===== config.mk =====
export PLATFORM = sky130hd
export DESIGN_NAME = fetch_decode_n
export DESIGN_NICKNAME = d
export VERILOG_FILES = /design/src/rtl/fetch_decode_n_pkg.sv /design/src/rtl/group_dep_resolve.sv /design/src/rtl/fetch_decode_n.sv
export SDC_FILE = /design/constraint.sdc
export NUM_CORES = 1
export LEC_CHECK = 0
export CORE_ASPECT_RATIO = 0.75
export CORE_MARGIN = 1.5
export CORE_UTILIZATION = 45
export DETAILED_ROUTE_END_ITERATION = 8
export HOLD_SLACK_MARGIN = 0.12
export PLACE_DENSITY = 0.86
export REMOVE_ABC_BUFFERS = 1
export SYNTH_ARGS = -nofsm -noshare
export SYNTH_HDL_FRONTEND = slang
export SYNTH_SLANG_ARGS = --single-unit

===== constraint.sdc =====
create_clock -name clk -period 8.5 [get_ports clk]
set_input_delay 2.125 -clock clk [delete_from_list [all_inputs] [get_ports clk]]
set_output_delay 2.125 -clock clk [all_outputs]
set_load 0.02 [all_outputs]

===== src/rtl/fetch_decode_n_pkg.sv =====
// Front-end shared definitions: instruction layout, opcodes and decode classes.
// Latency: none (package of constants and pure functions).
// Backpressure: not applicable.
package fe_pkg;

    localparam int INSTR_W = 16;
    localparam int REG_W   = 4;
    localparam int IMM_W   = 8;

    // Field bit positions inside one 16-bit instruction
    localparam int OP_LSB  = 12;
    localparam int RT_LSB  = 8;
    localparam int RA_LSB  = 4;
    localparam int RB_LSB  = 0;
    localparam int IMM_LSB = 0;

    typedef enum logic [3:0] {
        OP_ADD  = 4'd0,
        OP_SUB  = 4'd1,
        OP_LD   = 4'd2,
        OP_ST   = 4'd3,
        OP_AND  = 4'd4,
        OP_LI   = 4'd5,
        OP_LUI  = 4'd6,
        OP_RSV7 = 4'd7,
        OP_BR   = 4'd8,
        OP_BZ   = 4'd9,
        OP_BEQ  = 4'd10,
        OP_BNE  = 4'd11
    } opcode_e;

    function automatic logic uses_ra(input logic [3:0] op);
        case (op)
            OP_ADD, OP_SUB, OP_LD, OP_ST, OP_AND,
            OP_BR, OP_BZ, OP_BEQ, OP_BNE: uses_ra = 1'b1;
            default:                      uses_ra = 1'b0;
        endcase
    endfunction

    function automatic logic uses_rb(input logic [3:0] op);
        case (op)
            OP_ADD, OP_SUB, OP_AND, OP_BEQ, OP_BNE: uses_rb = 1'b1;
            default:                                uses_rb = 1'b0;
        endcase
    endfunction

    function automatic logic is_fxu(input logic [3:0] op);
        case (op)
            OP_ADD, OP_SUB, OP_AND, OP_LI, OP_LUI: is_fxu = 1'b1;
            default:                               is_fxu = 1'b0;
        endcase
    endfunction

    function automatic logic is_ldst(input logic [3:0] op);
        is_ldst = (op == OP_LD) || (op == OP_ST);
    endfunction

    function automatic logic is_branch(input logic [3:0] op);
        is_branch = (op >= 4'd8) && (op <= 4'd11);
    endfunction

endpackage


===== src/rtl/group_dep_resolve.sv =====
// Intra-group RAW resolution: each source takes the tag of the youngest older valid producer.
// Latency: purely combinational.
// Backpressure: none; follows its inputs.
module group_dep_resolve
    import fe_pkg::*;
#(
    parameter int FETCH_W   = 4,
    parameter int ROB_IDX_W = 4
) (
    input  logic [REG_W*FETCH_W-1:0]     i_rt,
    input  logic [REG_W*FETCH_W-1:0]     i_ra,
    input  logic [REG_W*FETCH_W-1:0]     i_rb,
    input  logic [FETCH_W-1:0]           i_uses_ra,
    input  logic [FETCH_W-1:0]           i_uses_rb,
    input  logic [FETCH_W-1:0]           i_valid,
    input  logic [ROB_IDX_W-1:0]         i_tail,
    output logic [FETCH_W-1:0]           o_a_dep,
    output logic [FETCH_W-1:0]           o_b_dep,
    output logic [ROB_IDX_W*FETCH_W-1:0] o_a_owner,
    output logic [ROB_IDX_W*FETCH_W-1:0] o_b_owner
);

    // Scan older slots in ascending order so the youngest matching producer wins
    always_comb begin
        o_a_dep   = '0;
        o_b_dep   = '0;
        o_a_owner = '0;
        o_b_owner = '0;
        for (int i = 0; i < FETCH_W; i++) begin
            o_a_owner[ROB_IDX_W*i +: ROB_IDX_W] = i_tail + ROB_IDX_W'(i);
            o_b_owner[ROB_IDX_W*i +: ROB_IDX_W] = i_tail + ROB_IDX_W'(i);
            for (int j = 0; j < i; j++) begin
                if (i_uses_ra[i] && i_valid[j] &&
                    (i_rt[REG_W*j +: REG_W] == i_ra[REG_W*i +: REG_W])) begin
                    o_a_dep[i] = 1'b1;
                    o_a_owner[ROB_IDX_W*i +: ROB_IDX_W] = i_tail + ROB_IDX_W'(j);
                end
                if (i_uses_rb[i] && i_valid[j] &&
                    (i_rt[REG_W*j +: REG_W] == i_rb[REG_W*i +: REG_W])) begin
                    o_b_dep[i] = 1'b1;
                    o_b_owner[ROB_IDX_W*i +: ROB_IDX_W] = i_tail + ROB_IDX_W'(j);
                end
            end
        end
    end

endmodule


===== src/rtl/fetch_decode_n.sv =====
// FETCH_W-wide fetch + decode front end with output register, one-entry skid and redirect epoch.
// Latency: request at t, icache response at t+1, registered dec_valid at t+2.
// Backpressure: dec_ready low holds the group; fetch stalls once two groups are held or in flight.
module fetch_decode_n
    import fe_pkg::*;
#(
    parameter int          FETCH_W        = 4,
    parameter int          PC_W           = 16,
    parameter int          ROB_IDX_W      = 4,
    parameter int unsigned RESET_PC       = 0,
    parameter bit          STOP_AT_BRANCH = 1'b1
) (
    input  logic                         clk,
    input  logic                         rst,
    input  logic                         redirect_valid,
    input  logic [PC_W-1:0]              redirect_pc,
    output logic                         icache_req_valid,
    output logic [PC_W-1:0]              icache_req_pc,
    input  logic                         icache_resp_valid,
    input  logic [INSTR_W*FETCH_W-1:0]   icache_resp_data,
    input  logic [ROB_IDX_W-1:0]         rob_tail_idx,
    output logic                         dec_valid,
    input  logic                         dec_ready,
    output logic [FETCH_W-1:0]           dec_slot_valid,
    output logic [PC_W-1:0]              dec_pc,
    output logic [REG_W*FETCH_W-1:0]     dec_opcode,
    output logic [REG_W*FETCH_W-1:0]     dec_rt,
    output logic [REG_W*FETCH_W-1:0]     dec_ra,
    output logic [REG_W*FETCH_W-1:0]     dec_rb,
    output logic [IMM_W*FETCH_W-1:0]     dec_imm,
    output logic [FETCH_W-1:0]           dec_uses_ra,
    output logic [FETCH_W-1:0]           dec_uses_rb,
    output logic [FETCH_W-1:0]           dec_is_fxu,
    output logic [FETCH_W-1:0]           dec_is_ldst,
    output logic [FETCH_W-1:0]           dec_is_branch,
    output logic [FETCH_W-1:0]           dec_a_dep,
    output logic [FETCH_W-1:0]           dec_b_dep,
    output logic [ROB_IDX_W*FETCH_W-1:0] dec_a_owner,
    output logic [ROB_IDX_W*FETCH_W-1:0] dec_b_owner
);

    localparam int              GRP_W     = INSTR_W * FETCH_W;
    localparam logic [PC_W-1:0] GRP_BYTES = PC_W'(2 * FETCH_W);

    logic              r_epoch, r_inflight, r_inflight_epoch;
    logic [PC_W-1:0]   r_fetch_pc, r_inflight_pc;
    logic              r_out_vld, r_skid_vld;
    logic [PC_W-1:0]   r_out_pc, r_skid_pc;
    logic [GRP_W-1:0]  r_out_dat, r_skid_dat;

    logic              w_drain, w_room, w_resp_ok;
    logic [1:0]        w_occ;

    // Occupancy counts held groups plus the response due this cycle; a drain frees one slot
    always_comb begin
        w_drain          = r_out_vld & dec_ready;
        w_occ            = 2'(r_out_vld) + 2'(r_skid_vld) + 2'(r_inflight);
        w_room           = (w_occ <= (2'(w_drain) + 2'd1));
        icache_req_valid = ~rst & (redirect_valid | w_room);
        icache_req_pc    = redirect_valid ? redirect_pc : r_fetch_pc;
        w_resp_ok        = icache_resp_valid & r_inflight &
                           (r_inflight_epoch == r_epoch) & ~redirect_valid;
    end

    // Fetch PC, epoch and in-flight request tracking; a redirect request carries the new epoch
    always_ff @(posedge clk or posedge rst) begin
        if (rst) begin
            r_fetch_pc       <= PC_W'(RESET_PC);
            r_epoch          <= 1'b0;
            r_inflight       <= 1'b0;
            r_inflight_epoch <= 1'b0;
            r_inflight_pc    <= '0;
        end else begin
            r_inflight       <= icache_req_valid;
            r_inflight_pc    <= icache_req_pc;
            r_inflight_epoch <= redirect_valid ? ~r_epoch : r_epoch;
            if (redirect_valid)
                r_epoch <= ~r_epoch;
            if (icache_req_valid)
                r_fetch_pc <= icache_req_pc + GRP_BYTES;
        end
    end

    // Output register and skid: skid refills first so group order is kept
    always_ff @(posedge clk or posedge rst) begin
        if (rst) begin
            r_out_vld  <= 1'b0;
            r_out_pc   <= '0;
            r_out_dat  <= '0;
            r_skid_vld <= 1'b0;
            r_skid_pc  <= '0;
            r_skid_dat <= '0;
        end else if (redirect_valid) begin
            r_out_vld  <= 1'b0;
            r_skid_vld <= 1'b0;
        end else if (!r_out_vld || w_drain) begin
            if (r_skid_vld) begin
                r_out_vld  <= 1'b1;
                r_out_pc   <= r_skid_pc;
                r_out_dat  <= r_skid_dat;
                r_skid_vld <= w_resp_ok;
                r_skid_pc  <= r_inflight_pc;
                r_skid_dat <= icache_resp_data;
            end else begin
                r_out_vld <= w_resp_ok;
                if (w_resp_ok) begin
                    r_out_pc  <= r_inflight_pc;
                    r_out_dat <= icache_resp_data;
                end
            end
        end else if (w_resp_ok) begin
            r_skid_vld <= 1'b1;
            r_skid_pc  <= r_inflight_pc;
            r_skid_dat <= icache_resp_data;
        end
    end

    logic [REG_W*FETCH_W-1:0] w_op, w_rt, w_ra, w_rb;
    logic [IMM_W*FETCH_W-1:0] w_imm;
    logic [FETCH_W-1:0]       w_uses_ra, w_uses_rb, w_is_fxu, w_is_ldst, w_is_branch, w_slot_vld;
    logic [FETCH_W-1:0]       w_a_dep, w_b_dep;
    logic [ROB_IDX_W*FETCH_W-1:0] w_a_owner, w_b_owner;

    // Field split, class decode and the slot mask that cuts after the first branch
    always_comb begin : slot_decode
        logic seen_br;
        seen_br     = 1'b0;
        w_op        = '0;
        w_rt        = '0;
        w_ra        = '0;
        w_rb        = '0;
        w_imm       = '0;
        w_uses_ra   = '0;
        w_uses_rb   = '0;
        w_is_fxu    = '0;
        w_is_ldst   = '0;
        w_is_branch = '0;
        w_slot_vld  = '0;
        for (int i = 0; i < FETCH_W; i++) begin
            w_op[REG_W*i +: REG_W]  = r_out_dat[INSTR_W*i + OP_LSB  +: REG_W];
            w_rt[REG_W*i +: REG_W]  = r_out_dat[INSTR_W*i + RT_LSB  +: REG_W];
            w_ra[REG_W*i +: REG_W]  = r_out_dat[INSTR_W*i + RA_LSB  +: REG_W];
            w_rb[REG_W*i +: REG_W]  = r_out_dat[INSTR_W*i + RB_LSB  +: REG_W];
            w_imm[IMM_W*i +: IMM_W] = r_out_dat[INSTR_W*i + IMM_LSB +: IMM_W];
            w_uses_ra[i]   = uses_ra(w_op[REG_W*i +: REG_W]);
            w_uses_rb[i]   = uses_rb(w_op[REG_W*i +: REG_W]);
            w_is_fxu[i]    = is_fxu(w_op[REG_W*i +: REG_W]);
            w_is_ldst[i]   = is_ldst(w_op[REG_W*i +: REG_W]);
            w_is_branch[i] = is_branch(w_op[REG_W*i +: REG_W]);
            w_slot_vld[i]  = !(STOP_AT_BRANCH && seen_br);
            seen_br        = seen_br | w_is_branch[i];
        end
    end

    group_dep_resolve #(
        .FETCH_W   (FETCH_W),
        .ROB_IDX_W (ROB_IDX_W)
    ) u_dep (
        .i_rt      (w_rt),
        .i_ra      (w_ra),
        .i_rb      (w_rb),
        .i_uses_ra (w_uses_ra),
        .i_uses_rb (w_uses_rb),
        .i_valid   (w_slot_vld),
        .i_tail    (rob_tail_idx),
        .o_a_dep   (w_a_dep),
        .o_b_dep   (w_b_dep),
        .o_a_owner (w_a_owner),
        .o_b_owner (w_b_owner)
    );

    // Present decode only while a group is held; fields read zero otherwise
    always_comb begin
        dec_valid      = r_out_vld;
        dec_pc         = r_out_vld ? r_out_pc    : '0;
        dec_slot_valid = r_out_vld ? w_slot_vld  : '0;
        dec_opcode     = r_out_vld ? w_op        : '0;
        dec_rt         = r_out_vld ? w_rt        : '0;
        dec_ra         = r_out_vld ? w_ra        : '0;
        dec_rb         = r_out_vld ? w_rb        : '0;
        dec_imm        = r_out_vld ? w_imm       : '0;
        dec_uses_ra    = r_out_vld ? w_uses_ra   : '0;
        dec_uses_rb    = r_out_vld ? w_uses_rb   : '0;
        dec_is_fxu     = r_out_vld ? w_is_fxu    : '0;
        dec_is_ldst    = r_out_vld ? w_is_ldst   : '0;
        dec_is_branch  = r_out_vld ? w_is_branch : '0;
        dec_a_dep      = r_out_vld ? w_a_dep     : '0;
        dec_b_dep      = r_out_vld ? w_b_dep     : '0;
        dec_a_owner    = r_out_vld ? w_a_owner   : '0;
        dec_b_owner    = r_out_vld ? w_b_owner   : '0;
    end

endmodule


* Word level (Yosys, flattened, before mapping)
Memories as Yosys holds them, arrays and structs flattened. Index checks and enable logic that the tools add are counted.
Word-level totals: flip-flop bits (word level) 195, bits in read-only memories 64, bits of input ports 89, output and inout bits 194, logic and storage cells 196, memories 4
Cells by class: add/sub/neg operators 7, order comparisons 9, eq/ne operators 45, mux-type cells 64, bitwise gates (word level) 9, reductions and logical operators 49
Memory list:
- (no name shown) | depth 16, bits a word 1, read ports 1, clocked after Yosys merged registers in 0, write ports 0, line fetch_decode_n_pkg.sv:33 | case (op)
- (no name shown) | depth 16, bits a word 1, read ports 1, clocked after Yosys merged registers in 0, write ports 0, line fetch_decode_n_pkg.sv:33
- (no name shown) | depth 16, bits a word 1, read ports 1, clocked after Yosys merged registers in 0, write ports 0, line fetch_decode_n_pkg.sv:33
- (no name shown) | depth 16, bits a word 1, read ports 1, clocked after Yosys merged registers in 0, write ports 0, line fetch_decode_n_pkg.sv:33
Operators by type and width (count):
- $mux 64 | 4
- $mux 16 | 12
- $mux 4 | 20
- $eq 4x3->1 const B | 12
- $eq 4x4->1 | 12
- $reduce_or 5->1 | 8
- $eq 4x2->1 const B | 8
- $eq 4x4->1 const B | 8
- $mux 32 | 1
- $mux 1 | 27
- $logic_and 1x1->1 | 22
- $add 16x4->16 const B | 1
- $eq 4x1->1 const B | 4
- $ge 4x4->1 const B | 4
- $le 4x4->1 const B | 4
- $logic_not 4->1 | 4
- $add 4x2->4 const B | 2
- $reduce_and 3->1 | 2
- $reduce_bool 2->1 | 3
- $logic_or 1x1->1 | 5
- $add 4x1->4 const B | 1
- $and 1x1->1 | 4
- $logic_not 1->1 | 4
- $or 1x1->1 | 3
- other kinds (7) | 8

* Depth between registers and ports, before layout
depth after elaboration 8, mapped depth 10, mapped depth without buffers 9

* Hierarchy
Synthesis repeated with hierarchy kept, for this count alone.
Second synthesis, totals: cell total of the unflattened synthesis 1069, area total of the unflattened synthesis 11073.1 um^2
Modules (own cells, without submodules):
- fetch_decode_n | times used 1, cells an instance 880, area each 9729.3 um^2, sequential area each 4879.7 um^2
- group_dep_resolve | times used 1, cells an instance 189, area each 1343.8 um^2, sequential area each 0.0 um^2

* Least setup slack after synthesis
Ideal clock, no wire load.
kind input to output, start point input port rst, end point output port icache_req_valid, arrival time 6899 ps, data required time 6375 ps, slack -524 ps, stages 4, buffers on the path 1, cell sequence inv_1 -> nand2_1 -> buf_2 -> inv_1
Between the ends: cells in the longest elaborated chain, start to end 2
Ends and longest elaborated chain:
- from (decl) | line fetch_decode_n.sv:14 | input logic rst,
- $not 1->1 | line fetch_decode_n.sv:59 | icache_req_valid = ~rst & (redirect_valid | w_room);
- $and 1x1->1 | line fetch_decode_n.sv:59
- to (decl) | line fetch_decode_n.sv:17 | output logic icache_req_valid,
Every way passes these cells.

* Worst setup path after layout
start point input port rob_tail_idx[2], end point output port dec_b_owner[15]
Between the ends: cells in the longest elaborated chain, start to end 5, elaborated cells on any way between the ends 7, those cells by class add/sub: 3; mux: 4
Ends and longest elaborated chain:
- from (decl) | line fetch_decode_n.sv:21 | input logic [ROB_IDX_W-1:0] rob_tail_idx,
- $add 4x2->4 | line group_dep_resolve.sv:31 | o_b_owner[ROB_IDX_W*i +: ROB_IDX_W] = i_tail + ROB_IDX_W'(i);
- $mux 4 (2 in a row) | line group_dep_resolve.sv:38 | if (i_uses_rb[i] && i_valid[j] &&
- $mux 4 (*) | line group_dep_resolve.sv:38
- $mux 16 (*) | line fetch_decode_n.sv:190 | dec_b_owner = r_out_vld ? w_b_owner : '0;
- to (decl) | line fetch_decode_n.sv:39 | output logic [ROB_IDX_W*FETCH_W-1:0] dec_b_owner
Mark *: on every way between the ends. The rest lies on a longest branch, timed or not.

==> out/qor.txt <==
status - finished, final reports clean
Pleak - 5.63 nW
initial antenna violation count - 3
Via-to-Cell Ratio - 5.34
Placed Cells - 1535
CTS HTree Levels - 4
Most used DFF post-synth - dfrtp_1
die height - 137 um
Clk Latency, worst-skew pair - 0.42 ns
Startpoint Class - input pin
vias in the first global route - 8433
most frequent cells in the layout - clkdlybuf4s50_1, dfrtp_1, nor2_1
Synth Area in Compound Gates - 8.45%
Cells on Worst Hold Path - 1
power per cell area - 224 nW/um^2
CTS tree - built
register area - 4880 sq um
crit path max fanout - 14
Fin Clk Skew - 0.0145 ns
Port Buf Inserts - 280
number of max-cap violations - 0
Synth Area in Simple Gates - 14.6%
first-pass GRT wire length - 45700 um
Multi-input gate area - 5210 sq um
area delta synth->final - 30.6%
ranking of synthesized cells by area - dfrtp_1, mux2_2, mux2i_1
PnR worst setup slack - 1.68 ns
Synth Area per Inst - 10.2 sq um
nets@finish - 1351
RSZ-0062 raised after global routing - no
Detail Placement HPWL - 20300 um
Post-Synth XOR/XNOR Area - 5.72%
Worst R2R End - r_skid_dat[31]$_DFFE_PP0P_
Reg clk slew, reported paths - 0.07 ns
Root Buffer - clkbuf_16
total track usage - 23.6%
Worst EP required - 6.38 ns
die area - 24800 sq um
Die Wd - 181 um
number of synthesized flops with an enable pin - 0
R2R depth - 7
Routed Wire Length - 29000 um
Final Setup Violations - 0
Syn Inst Count - 1050
area leader, netlist - dfrtp_1
area fraction of the dominant cell type after synthesis - 45.5%
sequential area share after synthesis - 45.5%
post-cts resize count - 0
Detail Route Antenna Nets - 0
main combinational cell family by area after synthesis - multiplexers
Synth Register Bits - 195
Worst-Margin Slew - 0.983 ns
top-level port count - 283
Remaining DRCs - 0
Worst setup EP type - output port
Final Max Tran Viols - 0
post-synthesis adder-cell area fraction - 1.00%
peak supply drop - 0.149 mV
Initial Utilization - 46.2%
hold wc startpoint - r_inflight_pc[4]$_DFF_PP0_
Clock Sinks - 195
hold-fix buffers at CTS - 0
Hold Path Class - reg2reg
period utilization - 80.3%
CP arrival - 4.70 ns
fin cells - 1569
Setup Buffers After CTS - 0
routability cong. - 0.889
proportion of layout cells with a drive suffix above 1 - 11.6%
WL per Instance - 18.5 um
Slew headroom - 34.4%
yosys warns - 0
initial drt markers - 544
GR Util met1 - 30.6%
pre-CTS setup slack - 1.69 ns
1st-pass router iterations - 5
CTS max path bufs - 2
min cycle time layout - 6.82 ns
worst r2r src - dec_valid$_DFFE_PP0P_
core outline area - 23200 sq um
WHS Endpoint - r_skid_pc[4]$_DFFE_PP0P_
largest net degree at the start of global routing - 93
GR Util met2 - 39.7%
GR peak layer - met2
CTS buffer count - 17
Final Hold Viols - 0
Cell variety after synth - 63
fraction of registers with async set/reset - 100%
Overflow after GRT - 0
Vias - 8381
met3 Track Usage GR - 6.15%
commonest non-fill, non-tap cell in the layout - clkdlybuf4s50_1
fillers - 1892
WS Path Type - in2out
R2R Setup Slk - 4.69 ns
multiplexer share of the synthesized area - 18.6%
Max Freq - 0.147 GHz
synthesized area - 10700 sq um
# rows - 48
[per-layer routing]
layer	vias to the layer above	share of wire [%]
met2	298	48
met3	22	7.2
met1	4105	43
li1	3956	-
met4	0	1.1
met5	-	0
[report_power, final]
part	switching (W)	internal (W)	total (W)	leakage, nW
Sequential	0.000234	0.00117	0.00141	2.36
Combinational	0.000460	0.000469	0.000929	2.99
Clock	0.000399	0.000408	0.000807	0.284
Total	0.00109	0.00205	0.00314	5.63
[worst max-delay path, cell delays in order]
cell             delay [ns]
clkdlybuf4s50_1        0.77
ha_1                   0.38
nand2_1                0.12
and2_1                 0.17
a221o_1                0.30
a311oi_2               0.19
clkdlybuf4s50_1        0.64
[per-stage QoR]
| step | hold slack, ns | utilization, % | area, sq um | power [W] | setup TNS (ns) |
|---|---|---|---|---|---|
| floorplan | 0.442 | - | 10100 | 0.00196 | -7.26 |
| global placement | 0.465 | 57.9 | 13400 | 0.00231 | 0 |
| detailed placement | 0.476 | 57.9 | 13400 | 0.00235 | 0 |
| CTS | 0.495 | 60.4 | 14000 | 0.00317 | 0 |
| global route | 0.516 | 60.4 | 14000 | 0.00333 | 0 |
| finish | 0.490 | 60.4 | 14000 | 0.00314 | 0 |
[registers in the layout, indices dropped and copies added (netlist names)]
signal         flops
r_out_dat         64
r_skid_dat        64
r_fetch_pc        16
r_inflight_pc     16
r_out_pc          16
r_skid_pc         16
dec_valid          1
r_inflight         1
r_skid_vld         1
[how the worst max path moves through the flow]
stage | startpoint | endpoint | slack, ns | cells after the start
after floorplan | rst | icache_req_valid | -2.40 | 3
after global routing | redirect_valid | icache_req_valid | 1.50 | 8
after detailed placement | rob_tail_idx[2] | dec_b_owner[15] | 1.69 | 7
after global placement | rob_tail_idx[2] | dec_b_owner[15] | 1.73 | 7
final | rob_tail_idx[2] | dec_b_owner[15] | 1.68 | 7
after CTS | rob_tail_idx[2] | dec_b_owner[15] | 1.69 | 7
[cell families after synthesis]
group | Yosys count
AOI/OAI and AO/OA | 157
xor gates and xnor gates | 70
adders and majority gates | 8
buffers and inverters | 122
DFF | 195
muxes | 187
other | 1
and+or+nand+nor | 310
[layout make-up]
type                            instances  area share [%]
Timing Repair Buffer                  290            20.5
Clock inverter                         13           0.974
Multi-Input combinational cell        734            37.2
Inverter                               16           0.482
Tap cell                              300            2.68
Antenna cell                            2          0.0357
Clock buffer                           19            3.23
Sequential cell                       195            34.9
[Yosys cell counts, drive strengths merged, types with 16 or more instances]
cell type / number
dfrtp: 195
xor2: 31
clkbuf: 37
mux2: 98
nor2: 119
nand2: 38
o21ai: 23
xnor2: 39
mux2i: 89
and2: 86
a21oi: 102
inv: 16
buf: 69
Note: power is estimated with default switching activity, not from simulation.
